File: src/rtl/ex_muldiv_unit.sv
// ex_muldiv_unit: iterative RV32M multiply/divide engine for the EX stage.
// Shift-add multiply and restoring divide, one bit per BUSY cycle.
// Divide-by-zero and signed-overflow divides resolve in IDLE and go
// straight to DONE.
// Optional macro MULDIV_FAST_MUL_EN: multiplies use a combinational
// 64-bit product and finish IDLE->DONE.
//
// Handshake: start_i is a level ("EX holds an M instruction"). The unit
// accepts it in IDLE when MemStall_in=0. stall_o stays high until the
// result is ready. done_o pulses in DONE with result_o valid, and stall_o
// is low then so ID/EX advances on the edge that ends DONE. MemStall_in
// freezes every register.
module ex_muldiv_unit (
  input  logic        clk_i,
  input  logic        rst_i,
  input  logic        start_i,
  input  logic [2:0]  funct3_i,
  input  logic [31:0] rs1_data_i,
  input  logic [31:0] rs2_data_i,
  input  logic        MemStall_in,
  output logic        stall_o,
  output logic        done_o,
  output logic [31:0] result_o,
  output logic [1:0]  dbg_state_o,
  output logic [4:0]  dbg_count_o
);

  typedef enum logic [1:0] {IDLE = 2'd0, BUSY = 2'd1, DONE = 2'd2} state_e;

  state_e      state_q, state_d;
  logic [4:0]  cnt_q, cnt_d;
  logic [2:0]  f3_q, f3_d;
  logic        neg_q, neg_d;
  logic [31:0] a_q, a_d;     // multiplicand / dividend (shifts left on divide)
  logic [31:0] b_q, b_d;     // multiplier (shifts right) / divisor
  logic [31:0] hi_q, hi_d;   // product high half / partial remainder
  logic [31:0] lo_q, lo_d;   // product low half / quotient
  logic [31:0] result_q, result_d;
  logic        done_q, done_d;

  logic        sgn_a, sgn_b, res_neg, div_zero, div_ovf;
  logic [31:0] a_mag, b_mag;
  logic [32:0] mul_sum, div_shift, div_trial;
  logic        div_ge;
  logic [31:0] hi_n, lo_n;

  // Negates the product over all 64 bits when needed, then picks low or high half.
  function automatic logic [31:0] mul_pick(input logic [1:0] op, input logic neg,
                                           input logic [63:0] prod);
    logic [63:0] p;
    p = neg ? (64'd0 - prod) : prod;
    return (op == 2'b00) ? p[31:0] : p[63:32];
  endfunction

  // Operand decode: signedness, magnitudes, result sign and special cases.
  always_comb begin
    sgn_a    = rs1_data_i[31] & ((funct3_i == 3'b001) || (funct3_i == 3'b010) ||
                                 (funct3_i == 3'b100) || (funct3_i == 3'b110));
    sgn_b    = rs2_data_i[31] & ((funct3_i == 3'b001) || (funct3_i == 3'b100) ||
                                 (funct3_i == 3'b110));
    a_mag    = sgn_a ? (32'd0 - rs1_data_i) : rs1_data_i;
    b_mag    = sgn_b ? (32'd0 - rs2_data_i) : rs2_data_i;
    // REM takes the dividend's sign; every other op takes sign(A) xor sign(B).
    res_neg  = (funct3_i == 3'b110) ? sgn_a : (sgn_a ^ sgn_b);
    div_zero = funct3_i[2] && (rs2_data_i == 32'd0);
    div_ovf  = funct3_i[2] && !funct3_i[0] && (rs1_data_i == 32'h8000_0000) &&
               (rs2_data_i == 32'hFFFF_FFFF);
  end

  // One iteration step: shift-add multiply or restoring divide.
  always_comb begin
    mul_sum   = {1'b0, hi_q} + {1'b0, (b_q[0] ? a_q : 32'd0)};
    div_shift = {hi_q, a_q[31]};
    div_trial = div_shift - {1'b0, b_q};
    div_ge    = !div_trial[32];
    if (f3_q[2]) begin
      hi_n = div_ge ? div_trial[31:0] : div_shift[31:0];
      lo_n = {lo_q[30:0], div_ge};
    end else begin
      hi_n = mul_sum[32:1];
      lo_n = {mul_sum[0], lo_q[31:1]};
    end
  end

  // FSM next state and datapath updates.
  always_comb begin
    state_d  = state_q;
    cnt_d    = cnt_q;
    f3_d     = f3_q;
    neg_d    = neg_q;
    a_d      = a_q;
    b_d      = b_q;
    hi_d     = hi_q;
    lo_d     = lo_q;
    result_d = result_q;
    done_d   = 1'b0;
    case (state_q)
      IDLE: begin
        if (start_i) begin
          f3_d  = funct3_i;
          neg_d = res_neg;
          a_d   = a_mag;
          b_d   = b_mag;
          hi_d  = 32'd0;
          lo_d  = 32'd0;
          cnt_d = 5'd0;
          if (div_zero) begin
            result_d = funct3_i[1] ? rs1_data_i : 32'hFFFF_FFFF;
            state_d  = DONE;
            done_d   = 1'b1;
          end else if (div_ovf) begin
            result_d = funct3_i[1] ? 32'd0 : 32'h8000_0000;
            state_d  = DONE;
            done_d   = 1'b1;
`ifdef MULDIV_FAST_MUL_EN
          end else if (!funct3_i[2]) begin
            result_d = mul_pick(funct3_i[1:0], res_neg, {32'd0, a_mag} * {32'd0, b_mag});
            state_d  = DONE;
            done_d   = 1'b1;
`endif
          end else begin
            state_d = BUSY;
          end
        end
      end
      BUSY: begin
        cnt_d = cnt_q + 5'd1;
        hi_d  = hi_n;
        lo_d  = lo_n;
        if (f3_q[2]) a_d = {a_q[30:0], 1'b0};
        else         b_d = {1'b0, b_q[31:1]};
        if (cnt_q == 5'd31) begin
          if (f3_q[2])
            result_d = f3_q[1] ? (neg_q ? (32'd0 - hi_n) : hi_n)
                               : (neg_q ? (32'd0 - lo_n) : lo_n);
          else
            result_d = mul_pick(f3_q[1:0], neg_q, {hi_n, lo_n});
          state_d = DONE;
          done_d  = 1'b1;
        end
      end
      DONE:    state_d = IDLE;
      default: state_d = IDLE;
    endcase
  end

  // State registers; MemStall_in freezes everything.
  always_ff @(posedge clk_i or negedge rst_i) begin
    if (!rst_i) begin
      state_q  <= IDLE;
      cnt_q    <= 5'd0;
      f3_q     <= 3'd0;
      neg_q    <= 1'b0;
      a_q      <= 32'd0;
      b_q      <= 32'd0;
      hi_q     <= 32'd0;
      lo_q     <= 32'd0;
      result_q <= 32'd0;
      done_q   <= 1'b0;
    end else if (!MemStall_in) begin
      state_q  <= state_d;
      cnt_q    <= cnt_d;
      f3_q     <= f3_d;
      neg_q    <= neg_d;
      a_q      <= a_d;
      b_q      <= b_d;
      hi_q     <= hi_d;
      lo_q     <= lo_d;
      result_q <= result_d;
      done_q   <= done_d;
    end
  end

  // Pipeline stall request and registered outputs.
  always_comb begin
    stall_o     = ((state_q == IDLE) && start_i) || (state_q == BUSY);
    done_o      = done_q;
    result_o    = result_q;
    dbg_state_o = state_q;
    dbg_count_o = cnt_q;
  end

endmodule

File: config.mk
export PLATFORM = sky130hd
export DESIGN_NAME = ex_muldiv_unit
export DESIGN_NICKNAME = d
export VERILOG_FILES = /design/src/rtl/ex_muldiv_unit.sv
export SDC_FILE = /design/constraint.sdc
export NUM_CORES = 1
export LEC_CHECK = 0
export BUFFER_PORTS_ARGS = -buffer_cell sky130_fd_sc_hd__buf_2
export CAP_MARGIN = 20
export CORE_ASPECT_RATIO = 0.6
export CORE_MARGIN = 2
export CORE_UTILIZATION = 45
export DETAILED_ROUTE_END_ITERATION = 10
export GPL_TIMING_DRIVEN = 0
export REMOVE_ABC_BUFFERS = 1
export SLEW_MARGIN = 20
export SYNTH_ARGS = -nofsm -noshare
export SYNTH_HDL_FRONTEND = slang
export SYNTH_SLANG_ARGS = --single-unit
File: constraint.sdc
create_clock -name clk_i -period 4.8 [get_ports clk_i]
set_clock_uncertainty 0.05 [all_clocks]
set_input_delay 0.24 -clock clk_i [delete_from_list [all_inputs] [get_ports clk_i]]
set_output_delay 0.24 -clock clk_i [all_outputs]
set_load 0.01 [all_outputs]
==> metrics.txt <==
worst-path fanout max=6; hold_ws=0.01516 ns; # IOs=112; GRT Util Overall=0.3407; first-pass GRT wire length=103000 um; final hold viol count=0; EDFF count, synth=0; Initial Util=0.4550; Post-Layout Cell Count=about 2.9k; Max stage delay cell, worst path=or4_4; Vias=around 19k; sum of negative setup slack=-0.4892 ns; Syn Std Cell Area=around 17000 um^2; RR Endpoint=result_o[20]; drc violations=0; final setup vio count=8; sequential area share after synthesis=0.2522; vias in the first global route=16.73k; final core occ=0.5520; clk slew on worst S/H paths=0.08 ns; later-pin clock latency in the skew report=between 0.4 and 0.5 ns; CP top delay family=simple AND/OR/NAND/NOR gates; layout cell share with drive strength beyond 1=0.1896; status=complete, but fails checks; root buf cell=clkbuf_16; core area=37500 um^2; Avg Vias per Cell=6.411; Hold Startpoint=MemStall_in; initial antenna violation count=3; Power Density=between 800 and 900 nW/um^2; worst setup margin=-0.1026 ns; final WL=~69000 um; largest net degree at the start of global routing=66; Layout Nets=2542; Register Area=4314 um^2; DRT iter0 DRCs=2315; Leak Pwr=8.480 nW; CTS tree=built; fraction of registers with async set/reset=1.000; overflow left after global routing=0; cts bufs inserted=17; Die Height=154.8 um; Final Max Tran Viols=0; WS Path Type=flop to flop; RSZ-0062 raised after global routing=yes; mean post-synth cell area=7.419 um^2; Slew @ Worst Pin=1.294 ns; crit start category=flop; Worst EP arrival=5.20 ns; Worst Hold Depth=3; CP Data Required Time=5.10 ns; busiest grt layer=met1; final worst-path cycle share=1.021; RePlAce Congestion=0.9886; Rows=55; Slew HR=0.1373; area delta synth->final=21.32%; Avg WL per Cell=~24 um; Synth Warn #=0; Die W=around 260 um; R2R Setup Slk=-0.10 ns; ANT nets after route=0; Max stage delay on crit path=~0.50 ns; clock sinks=roughly 170; GR Util met1=0.5301; cells after synthesis=2300; Multi-input gate area=13190 um^2; CTS H-Tree Depth=4; total die area=39540 um^2; Max-Cap Viols=0; Clock Path Buffers=2; Placed Cells=about 2.8k; Synth cell types=99; violated checks=setup timing; reg2reg start=hi_q[25]; Min-Delay Path Class=primary input to flop; Fill cells=between 3k and 4k; Synth Register Bits=172; Final HPWL DP=51920 um; port bufs=between 100 and 150; WHS Endpoint=done_o; Power Total=18.30 mW; met2 usage=0.4440; highest clock rate=approximately 200 MHz; R2R cell count=20; Bufs and invs on worst path=0; Synth Flop Type=dfrtp_1; first drt pass iteration count=8; Peak supply drop=between 500 and 600 uV; met3 Usage GRT=0.1131; Critical Path End Type=flop; final worst path period need=approximately 5 ns; chain of cells forming the critical path=ha_1 > nand2_1 > o21ai_4 > nor2_1 > o31a_4 > a21oi_4 > nor3_4 > nor2_2 > ha_2 > and2_4 > nand3_4 > nor2_4 > nand3_4 > nor2_4 > nand3b_1 > or4_4 > o31ai_4 > xnor2_1 > a221oi_2 > o21ai_1
## flip-flops by register name, summed over array words and instances (netlist names)
signal and count:
result_o 32, done_o 1, dbg_state_o 2, dbg_count_o 5, hi_q 32, f3_q 3
neg_q 1, lo_q 32, b_q 32, a_q 32
## placed cells by master, fill, tap and decap left out, types with 11 or more instances in the layout
master	n
a211oi_1	17
a21o_1	27
a21oi_1	190
a21oi_2	12
a22o_1	16
a31oi_1	24
and2_1	38
and3_1	22
buf_12	13
buf_2	111
buf_4	69
clkbuf_16	17
dfrtp_1	168
ha_1	57
inv_1	70
mux2i_1	37
nand2_1	277
nand2b_1	24
nand3_1	30
nand4_1	40
nor2_1	179
nor3_1	43
nor4_1	11
o211ai_1	25
o21a_1	17
o21ai_0	266
o21ai_1	15
o31ai_1	22
or3_1	28
or4_1	11
xnor2_1	89
xor2_1	71
## metrics by stage
step / setup slack (ns) / instance area, um^2
final: -0.1026 / 20700
after global routing: -0.2440 / 20700
after CTS: -0.1250 / 19640
after detailed placement: -2.948 / 18180
after global placement: -6.640 / 17720
after floorplan: -2.347 / 16520
## layout make-up
| class | instances | share of cell area |
|---|---|---|
| timing repair buffer | 212 | 0.08045 |
| inverter | 76 | 0.01396 |
| multi-input combinational | 1918 | 0.6372 |
| clock inverter | 13 | 0.007736 |
| sequential | 172 | 0.2084 |
| clock buffer | 19 | 0.02091 |
| tap | 513 | 0.03101 |
| antenna | 3 | 0.0003626 |
## worst reg2reg max path, delay by kind of cell (launching register included)
family,cells,cell delay [ns]
and+or+nand+nor,11,2.06
AOI/OAI and AO/OA,6,1.52
adders and majority gates,2,0.61
DFF,1,0.45
xor gates and xnor gates,1,0.11
## logic make-up (layout without fill, tap and decap cells)
kind of cell / count (synthesis) / in the layout / synth area share
AO/OA/AOI/OAI: 816 / 816 / 0.2983
other: 0 / 3 / 0
adder cells (fa/ha/maj): 74 / 74 / 0.05514
flip-flops: 172 / 172 / 0.2522
AND/OR/NAND/NOR: 815 / 815 / 0.2304
multiplexers: 51 / 51 / 0.03212
XOR/XNOR: 162 / 162 / 0.08315
buffers and inverters: 210 / 320 / 0.04869
## synth_stat cells (18+ instances only)
master | n | area (um^2)
nand4_1 | 40 | 250.2
nor2_1 | 194 | 728.2
xnor2_1 | 91 | 797.0
nand3_1 | 38 | 190.2
xor2_1 | 71 | 621.9
mux2i_1 | 41 | 410.4
nor4_1 | 18 | 112.6
a211oi_1 | 19 | 142.6
o31ai_1 | 32 | 240.2
ha_1 | 72 | 900.9
nand2b_1 | 25 | 156.4
clkbuf_1 | 104 | 390.4
and2_1 | 40 | 250.2
or3_1 | 31 | 193.9
o211ai_1 | 25 | 187.7
inv_1 | 75 | 281.5
a21o_1 | 28 | 210.2
o21ai_0 | 285 | 1426
a21oi_1 | 205 | 1026
buf_2 | 18 | 90.09
nor3_1 | 53 | 265.3
a31oi_1 | 31 | 193.9
and3_1 | 22 | 137.6
dfrtp_1 | 172 | 4304
nand2_1 | 284 | 1066
o21a_1 | 18 | 135.1
## layer usage
layer  routed length [um]  share of wire
met5                   35        0.00051
met4                  878          0.013
met3                 8427           0.12
met2                26400           0.38
met1                33550           0.48
## where the power goes
group / internal, mW / total, mW / switching [mW] / leakage [nW]
Clock: 0.782 / 1.52 / 0.738 / 0.278
Combinational: 5.22 / 14.1 / 8.92 / 5.99
Sequential: 1.99 / 2.64 / 0.651 / 2.21
Total: 7.99 / 18.3 / 10.3 / 8.48
## how the worst max path moves through the flow
stage                              start            to  slack (ns)  depth (start not counted)
final                           hi_q[25]  result_o[20]       -0.10                         20
after global routing            hi_q[26]  result_o[20]       -0.24                         20
after CTS                        a_q[31]  result_o[20]       -0.13                         23
after detailed placement          b_q[0]  result_o[20]       -2.95                         22
after global placement    dbg_state_o[1]  result_o[13]       -6.64                          8
after floorplan           dbg_state_o[0]  result_o[13]       -2.35                          8
## repair_timing
action | in CTS | in global routing
pin swaps | 26 | 42
setup buffers | 41 | 36
hold buffers | 1 | 0
endpoints found under the setup margin | 47 | 28
cloned | 1 | 0
hold endpoints to repair | 53 | 0
gates resized for setup | 104 | 150
Note: power is estimated with default switching activity, not from simulation.
